--- config.mk ---
export PLATFORM = sky130hd
export DESIGN_NAME = id_ex_reg
export DESIGN_NICKNAME = d
export VERILOG_FILES = /design/src/rtl/wisc_pkg.sv /design/src/rtl/pipe_dff.sv /design/src/rtl/id_ex_reg.sv
export SDC_FILE = /design/constraint.sdc
export NUM_CORES = 1
export LEC_CHECK = 0
export CORE_MARGIN = 5
export CORE_UTILIZATION = 44
export CTS_BUF_LIST = sky130_fd_sc_hd__clkbuf_4 sky130_fd_sc_hd__clkbuf_8
export CTS_CLUSTER_DIAMETER = 80
export DETAILED_ROUTE_END_ITERATION = 8
export PLACE_DENSITY = 0.87
export SETUP_SLACK_MARGIN = 0.02
export SYNTH_ARGS = -nofsm -noshare
export SYNTH_HDL_FRONTEND = slang
export SYNTH_SLANG_ARGS = --single-unit
--- constraint.sdc ---
create_clock -name clk -period 1.4 [get_ports clk]
set_input_delay 0.14 -clock clk [delete_from_list [all_inputs] [get_ports clk]]
set_output_delay 0.14 -clock clk [all_outputs]
set_load 0.02 [all_outputs]
--- src/rtl/wisc_pkg.sv ---
// wisc_pkg -- shared definitions for the WISC pipeline (decode, ID/EX, execute).
//
// Contents:
//   INSTR_W / REG_IDX_W   instruction word and register index widths
//   OPC_MSB / OPC_LSB     opcode field position inside the instruction word
//   NOP_ENC               instruction encoding used for pipeline bubbles
//   ex_ctrl_t             control bundle carried from decode into execute
//   BUBBLE_CTRL           control bundle value of a bubble (everything off)
//   opcode_of()           extracts the opcode field from an instruction word
package wisc_pkg;

    localparam int INSTR_W   = 16;
    localparam int REG_IDX_W = 3;

    localparam int OPC_MSB = 15;
    localparam int OPC_LSB = 11;

    // Opcode 5'b00001 is the architectural NOP.
    localparam logic [INSTR_W-1:0] NOP_ENC = 16'h0800;

    typedef struct packed {
        logic                 valid;
        logic                 wr_en;
        logic                 invA;
        logic                 invB;
        logic                 Cin;
        logic [REG_IDX_W-1:0] wr_reg;
    } ex_ctrl_t;

    // A bubble must never write the register file or perturb the ALU.
    localparam ex_ctrl_t BUBBLE_CTRL = '0;

    function automatic logic [OPC_MSB-OPC_LSB:0] opcode_of(input logic [INSTR_W-1:0] instr);
        return instr[OPC_MSB:OPC_LSB];
    endfunction

endpackage

--- src/rtl/pipe_dff.sv ---
// pipe_dff -- width-parameterised pipeline flop with enable and synchronous reset.
//
// Parameters:
//   W        storage width
//   RST_VAL  value loaded when rst is high
// Ports:
//   clk  in   rising-edge clock
//   rst  in   synchronous active-high reset, overrides en
//   en   in   load d at the edge when high, hold otherwise
//   d    in   W-bit next value
//   q    out  W-bit registered value
module pipe_dff #(
    parameter int           W       = 8,
    parameter logic [W-1:0] RST_VAL = '0
) (
    input  logic         clk,
    input  logic         rst,
    input  logic         en,
    input  logic [W-1:0] d,
    output logic [W-1:0] q
);

    logic [W-1:0] r_q_p0;

    always_ff @(posedge clk) begin
        if (rst) begin
            r_q_p0 <= RST_VAL;
        end else if (en) begin
            r_q_p0 <= d;
        end
    end

    assign q = r_q_p0;

endmodule

--- src/rtl/id_ex_reg.sv ---
// id_ex_reg -- decode/execute pipeline register with stall, flush and bubble insertion.
//
// Parameters:
//   DATA_W     width of pc2 / operand / immediate fields
//   NOP_INSTR  instruction word loaded into ex_instr for a bubble
// Ports:
//   clk, rst                      clock, synchronous active-high reset (loads a bubble)
//   stall                         hold every ex_* output this cycle
//   flush                         load a bubble; wins over stall and id_valid
//   id_valid, id_instr, id_pc2,
//   id_a, id_b, id_imm,
//   id_invA, id_invB, id_Cin,
//   id_wr_en, id_wr_reg           decode-stage entry
//   ex_*                          registered copy of the id_* entry for execute
//   ex_bubble_cnt                 (only with ID_EX_BUBBLE_CNT_EN) saturating count of
//                                 bubbles inserted by flush or id_valid=0
// Optional build macro: ID_EX_BUBBLE_CNT_EN
module id_ex_reg
    import wisc_pkg::*;
#(
    parameter int                 DATA_W    = 16,
    parameter logic [INSTR_W-1:0] NOP_INSTR = NOP_ENC
) (
    input  logic                 clk,
    input  logic                 rst,
    input  logic                 stall,
    input  logic                 flush,
    input  logic                 id_valid,
    input  logic [INSTR_W-1:0]   id_instr,
    input  logic [DATA_W-1:0]    id_pc2,
    input  logic [DATA_W-1:0]    id_a,
    input  logic [DATA_W-1:0]    id_b,
    input  logic [DATA_W-1:0]    id_imm,
    input  logic                 id_invA,
    input  logic                 id_invB,
    input  logic                 id_Cin,
    input  logic                 id_wr_en,
    input  logic [REG_IDX_W-1:0] id_wr_reg,
    output logic                 ex_valid,
    output logic [INSTR_W-1:0]   ex_instr,
    output logic [DATA_W-1:0]    ex_pc2,
    output logic [DATA_W-1:0]    ex_a,
    output logic [DATA_W-1:0]    ex_b,
    output logic [DATA_W-1:0]    ex_imm,
    output logic                 ex_invA,
    output logic                 ex_invB,
    output logic                 ex_Cin,
    output logic                 ex_wr_en,
    output logic [REG_IDX_W-1:0] ex_wr_reg
`ifdef ID_EX_BUBBLE_CNT_EN
    ,
    output logic [15:0]          ex_bubble_cnt
`endif
);

    localparam int DAT_GRP_W = 4 * DATA_W;

    logic                 w_load_bubble;
    logic                 w_en;
    ex_ctrl_t             w_ctrl_d;
    ex_ctrl_t             w_ctrl_q;
    logic [INSTR_W-1:0]   w_instr_d;
    logic [INSTR_W-1:0]   w_instr_q;
    logic [DAT_GRP_W-1:0] w_data_d;
    logic [DAT_GRP_W-1:0] w_data_q;

    // Flush and an empty decode slot both turn the captured entry into a bubble.
    // Flush also re-enables the register so it overrides a concurrent stall.
    assign w_load_bubble = flush | ~id_valid;
    assign w_en          = ~stall | flush;

    always_comb begin
        w_ctrl_d  = BUBBLE_CTRL;
        w_instr_d = NOP_INSTR;
        w_data_d  = '0;
        if (!w_load_bubble) begin
            w_ctrl_d.valid  = 1'b1;
            w_ctrl_d.wr_en  = id_wr_en;
            w_ctrl_d.invA   = id_invA;
            w_ctrl_d.invB   = id_invB;
            w_ctrl_d.Cin    = id_Cin;
            w_ctrl_d.wr_reg = id_wr_reg;
            w_instr_d       = id_instr;
            w_data_d        = {id_pc2, id_a, id_b, id_imm};
        end
    end

    // ---- ID -> EX stage boundary ----
    pipe_dff #(
        .W       ($bits(ex_ctrl_t)),
        .RST_VAL (BUBBLE_CTRL)
    ) u_ctrl_dff (
        .clk (clk),
        .rst (rst),
        .en  (w_en),
        .d   (w_ctrl_d),
        .q   (w_ctrl_q)
    );

    pipe_dff #(
        .W       (INSTR_W),
        .RST_VAL (NOP_INSTR)
    ) u_instr_dff (
        .clk (clk),
        .rst (rst),
        .en  (w_en),
        .d   (w_instr_d),
        .q   (w_instr_q)
    );

    pipe_dff #(
        .W       (DAT_GRP_W),
        .RST_VAL ('0)
    ) u_data_dff (
        .clk (clk),
        .rst (rst),
        .en  (w_en),
        .d   (w_data_d),
        .q   (w_data_q)
    );

    assign ex_valid  = w_ctrl_q.valid;
    assign ex_wr_en  = w_ctrl_q.wr_en;
    assign ex_invA   = w_ctrl_q.invA;
    assign ex_invB   = w_ctrl_q.invB;
    assign ex_Cin    = w_ctrl_q.Cin;
    assign ex_wr_reg = w_ctrl_q.wr_reg;
    assign ex_instr  = w_instr_q;
    assign {ex_pc2, ex_a, ex_b, ex_imm} = w_data_q;

`ifdef ID_EX_BUBBLE_CNT_EN
    logic [15:0] r_bubble_cnt_p0;
    logic        w_bubble_evt;

    // Counts only bubbles that are actually loaded; stalled cycles with
    // id_valid=0 hold the register and are not bubbles.
    assign w_bubble_evt = w_load_bubble & w_en;

    always_ff @(posedge clk) begin
        if (rst) begin
            r_bubble_cnt_p0 <= '0;
        end else if (w_bubble_evt && (r_bubble_cnt_p0 != 16'hFFFF)) begin
            r_bubble_cnt_p0 <= r_bubble_cnt_p0 + 16'd1;
        end
    end

    assign ex_bubble_cnt = r_bubble_cnt_p0;
`endif

endmodule

==> load_flow_metrics.sql <==
INSERT INTO impl_metrics (metric_group, metric, value, unit) VALUES
('run_status', 'status', 'finished, final reports clean', ''),
('route', 'vias_per_cell', '5.05', ''),
('critical_path', 'top_family_by_delay_on_critical_path', 'flip-flops', ''),
('critical_path', 'startpoint_to_endpoint_class_of_the_critical_path', 'reg -> out', ''),
('placed_design', 'place_inst', '640', ''),
('clock_network', 'longest_clk_path_bufs', '2', ''),
('pwr', 'p_clk_frac', '0.363', ''),
('global_routing', 'grt_start_max_net_pins', '101', ''),
('pwr', 'internal_power', '3.95', 'mW'),
('critical_path', 'start_kind', 'flip-flop', ''),
('synthesis', 'postSynthRegisterBits', '88', ''),
('min_path', 'worstHoldStart', 'stall', ''),
('critical_path', 'cp-end-kind', 'output pin', ''),
('global_routing', 'grtUsageTotal', '0.197', ''),
('synthesis', 'synthesis.yosys.warnings', '0', ''),
('die', 'die_width', '98.9', 'um'),
('global_routing', 'global_route_wire_length_before_repair', '15800', 'um'),
('cells_and_area', 'post_route_cells_drive_above_1_share', '0.0830', ''),
('critical_path', 'critPathMaxStageDelay', '370', 'ps'),
('global_routing', 'groute.layer.met1.usage', '0.233', ''),
('critical_path', 'slowest_stage', 'dfxtp_1', ''),
('sta', 'relSlewSlack', '0.702', ''),
('synthesis', 'synth-main-ff-cell', 'dfxtp_1', ''),
('critical_path', 'critical_path_required', '1260', 'ps'),
('sta', 'setup_repair_after_global_routing_missed_its_margin', 'no', ''),
('die', 'area_inside_the_core_boundary', '0.00773', 'mm^2'),
('cells_and_area', 'final_cell_count_no_fill', '656', ''),
('clock_network', 'tritoncts.num_buffers', '9', ''),
('pwr', 'power_frac_seq', '0.500', ''),
('clock_network', 'post_cts.repair.setup_buffers', '0', ''),
('clock_network', 'ctsHtreeMaxLevel', '3', ''),
('critical_path', 'timing.critical_path.arrival', '1040', 'ps'),
('critical_path', 'reg2reg_setup_slack', '780', 'ps'),
('cells_and_area', 'syn2layout_area_growth', '54.8', '%'),
('route', 'drt.antenna.violating_nets', '0', ''),
('min_path', 'kind_of_path_behind_the_tightest_hold_check', 'in -> reg', ''),
('sta', 'setup_violations', '0', ''),
('global_routing', 'global_route.peak_usage_layer', 'met2', ''),
('critical_path', 'cp.buffers_inverters', '1', ''),
('critical_path', 'critical_path.reg2reg.startpoint', 'u_data_dff.q[56]', ''),
('synthesis', 'synth_top_area_share', '0.506', ''),
('global_routing', 'grtUsageMet2', '0.338', ''),
('die', 'i_o_pins', '180', ''),
('sta', 'finalHoldViolCount', '0', ''),
('critical_path', 'worstSetupPathDepth', '1', ''),
('sta', 'timing.final.max_slew_violations', '0', ''),
('synthesis', 'synthCells', '391', ''),
('route', 'drc', '0', ''),
('synthesis', 'sequential_element_share_of_the_synthesized_area', '0.506', ''),
('placed_design', 'gp_congestion', '0.809', ''),
('synthesis', 'synthesis.nets', '483', ''),
('min_path', 'timing.hold.worst_endpoint', 'u_data_dff.q[0]', ''),
('synthesis', 'avgSynthCellArea', '8.90', 'um^2'),
('synthesis', 'async_reset_ff_frac', '0', ''),
('global_routing', 'antenna_found_initial', '0', ''),
('sta', 'final_min_period_over_clock_period', '0.844', ''),
('die', 'die_area', '0.00979', 'mm^2'),
('critical_path', 'reg2reg_to', 'u_data_dff.q[56]', ''),
('die', 'die_h', '98.9', 'um'),
('global_routing', 'grt_remaining_overflow', '0', ''),
('synthesis', 'number_of_flops_mapped_to_enable_cells_by_yosys', '0', ''),
('global_routing', 'grt_util_met3', '0.0602', ''),
('sta', 'period_needed', '1180', 'ps'),
('sta', 'timing_worst_slew_pin_value', '447', 'ps'),
('placed_design', 'port_buffers', '179', ''),
('synthesis', 'synthesis.area', '0.00348', 'mm^2'),
('placed_design', 'placed_cell_area', '0.00528', 'mm^2'),
('route', 'drt-initial-drc-count', '165', ''),
('cells_and_area', 'diodes_inserted', '0', ''),
('sta', 'timing.fmax', '847', 'MHz'),
('pwr', 'netSwitchingFraction', '0.232', '');
[how the worst max path moves through the flow]
stage                             end        startpoint
finish                    ex_instr[1]  u_instr_dff.q[1]
global route                  ex_b[8]  u_data_dff.q[24]
CTS                       ex_instr[1]  u_instr_dff.q[1]
detailed placement    u_ctrl_dff.q[2]               rst
global placement    u_instr_dff.q[13]             flush
floorplan            u_data_dff.q[48]             flush
[metrics by stage]
| stage | utilization | setup TNS [ps] | hold WS [ps] | setup slack [ps] |
|---|---|---|---|---|
| floorplan | - | 0 | 293 | 502 |
| global placement | 0.683 | 0 | 437 | 41.4 |
| detailed placement | 0.683 | -5.65 | 442 | -3.81 |
| CTS | 0.697 | 0 | 300 | 198 |
| global route | 0.697 | 0 | 320 | 164 |
| finish | 0.697 | 0 | 314 | 219 |
[cells by family (layout without fill, tap and decap cells)]
group	after synthesis	after routing	share of synthesized area
compound gates	87	87	0.147
simple gates	176	176	0.285
buf+inv	39	202	0.0583
mux	1	1	0.00288
flops	88	88	0.506
[flip-flops by register name, summed over array words and instances, names as in the netlist]
name,cells
u_data_dff.q,64
u_instr_dff.q,16
u_ctrl_dff.q,8
[cells in the final DEF, fill, tap and decap left out]
cell type,count
dlygate4sd2_1,88
a21oi_1,66
nor3b_1,1
clkinv_4,1
nor2_1,1
nand2_1,86
bufinv_16,2
o21bai_1,1
clkdlybuf4s50_1,89
clkbuf_4,1
dfxtp_1,88
or2_4,1
nor2b_1,1
buf_2,1
clkinv_2,3
clkbuf_8,9
mux2i_1,1
buf_4,5
a21oi_2,20
nand3b_1,86
buf_12,3
[power by group through the flow]
stage	Sequential [mW]	Clock (mW)	Combinational, mW
global placement	2.63	0	0.723
CTS	2.58	1.92	0.705
floorplan	2.70	0	0.270
global route	2.58	2.03	0.748
finish	2.57	1.87	0.703
detailed placement	2.64	0	0.735
[layer usage]
metal | share of wire | vias to the layer above | wire [um]
li1 | - | 1636 | -
met1 | 0.40 | 1536 | 4070
met2 | 0.49 | 127 | 4960
met3 | 0.087 | 16 | 879
met4 | 0.015 | 0 | 155
met5 | 0 | - | 0
[repair_timing]
| action | 4_1_cts | 5_1_grt |
|---|---|---|
| setup endpoints to repair | 88 | 0 |
| gates resized for setup | 88 | 0 |
| hold endpoints to repair | 0 | 0 |
[layout make-up]
class,instances,area [um^2]
Tap cell,102,128
Multi-Input combinational cell,264,1520
Timing Repair Buffer,186,1760
Clock buffer,10,131
Clock inverter,6,83.8
Fill cell,618,2340
Sequential cell,88,1760
(Power assumes the default switching activity.)
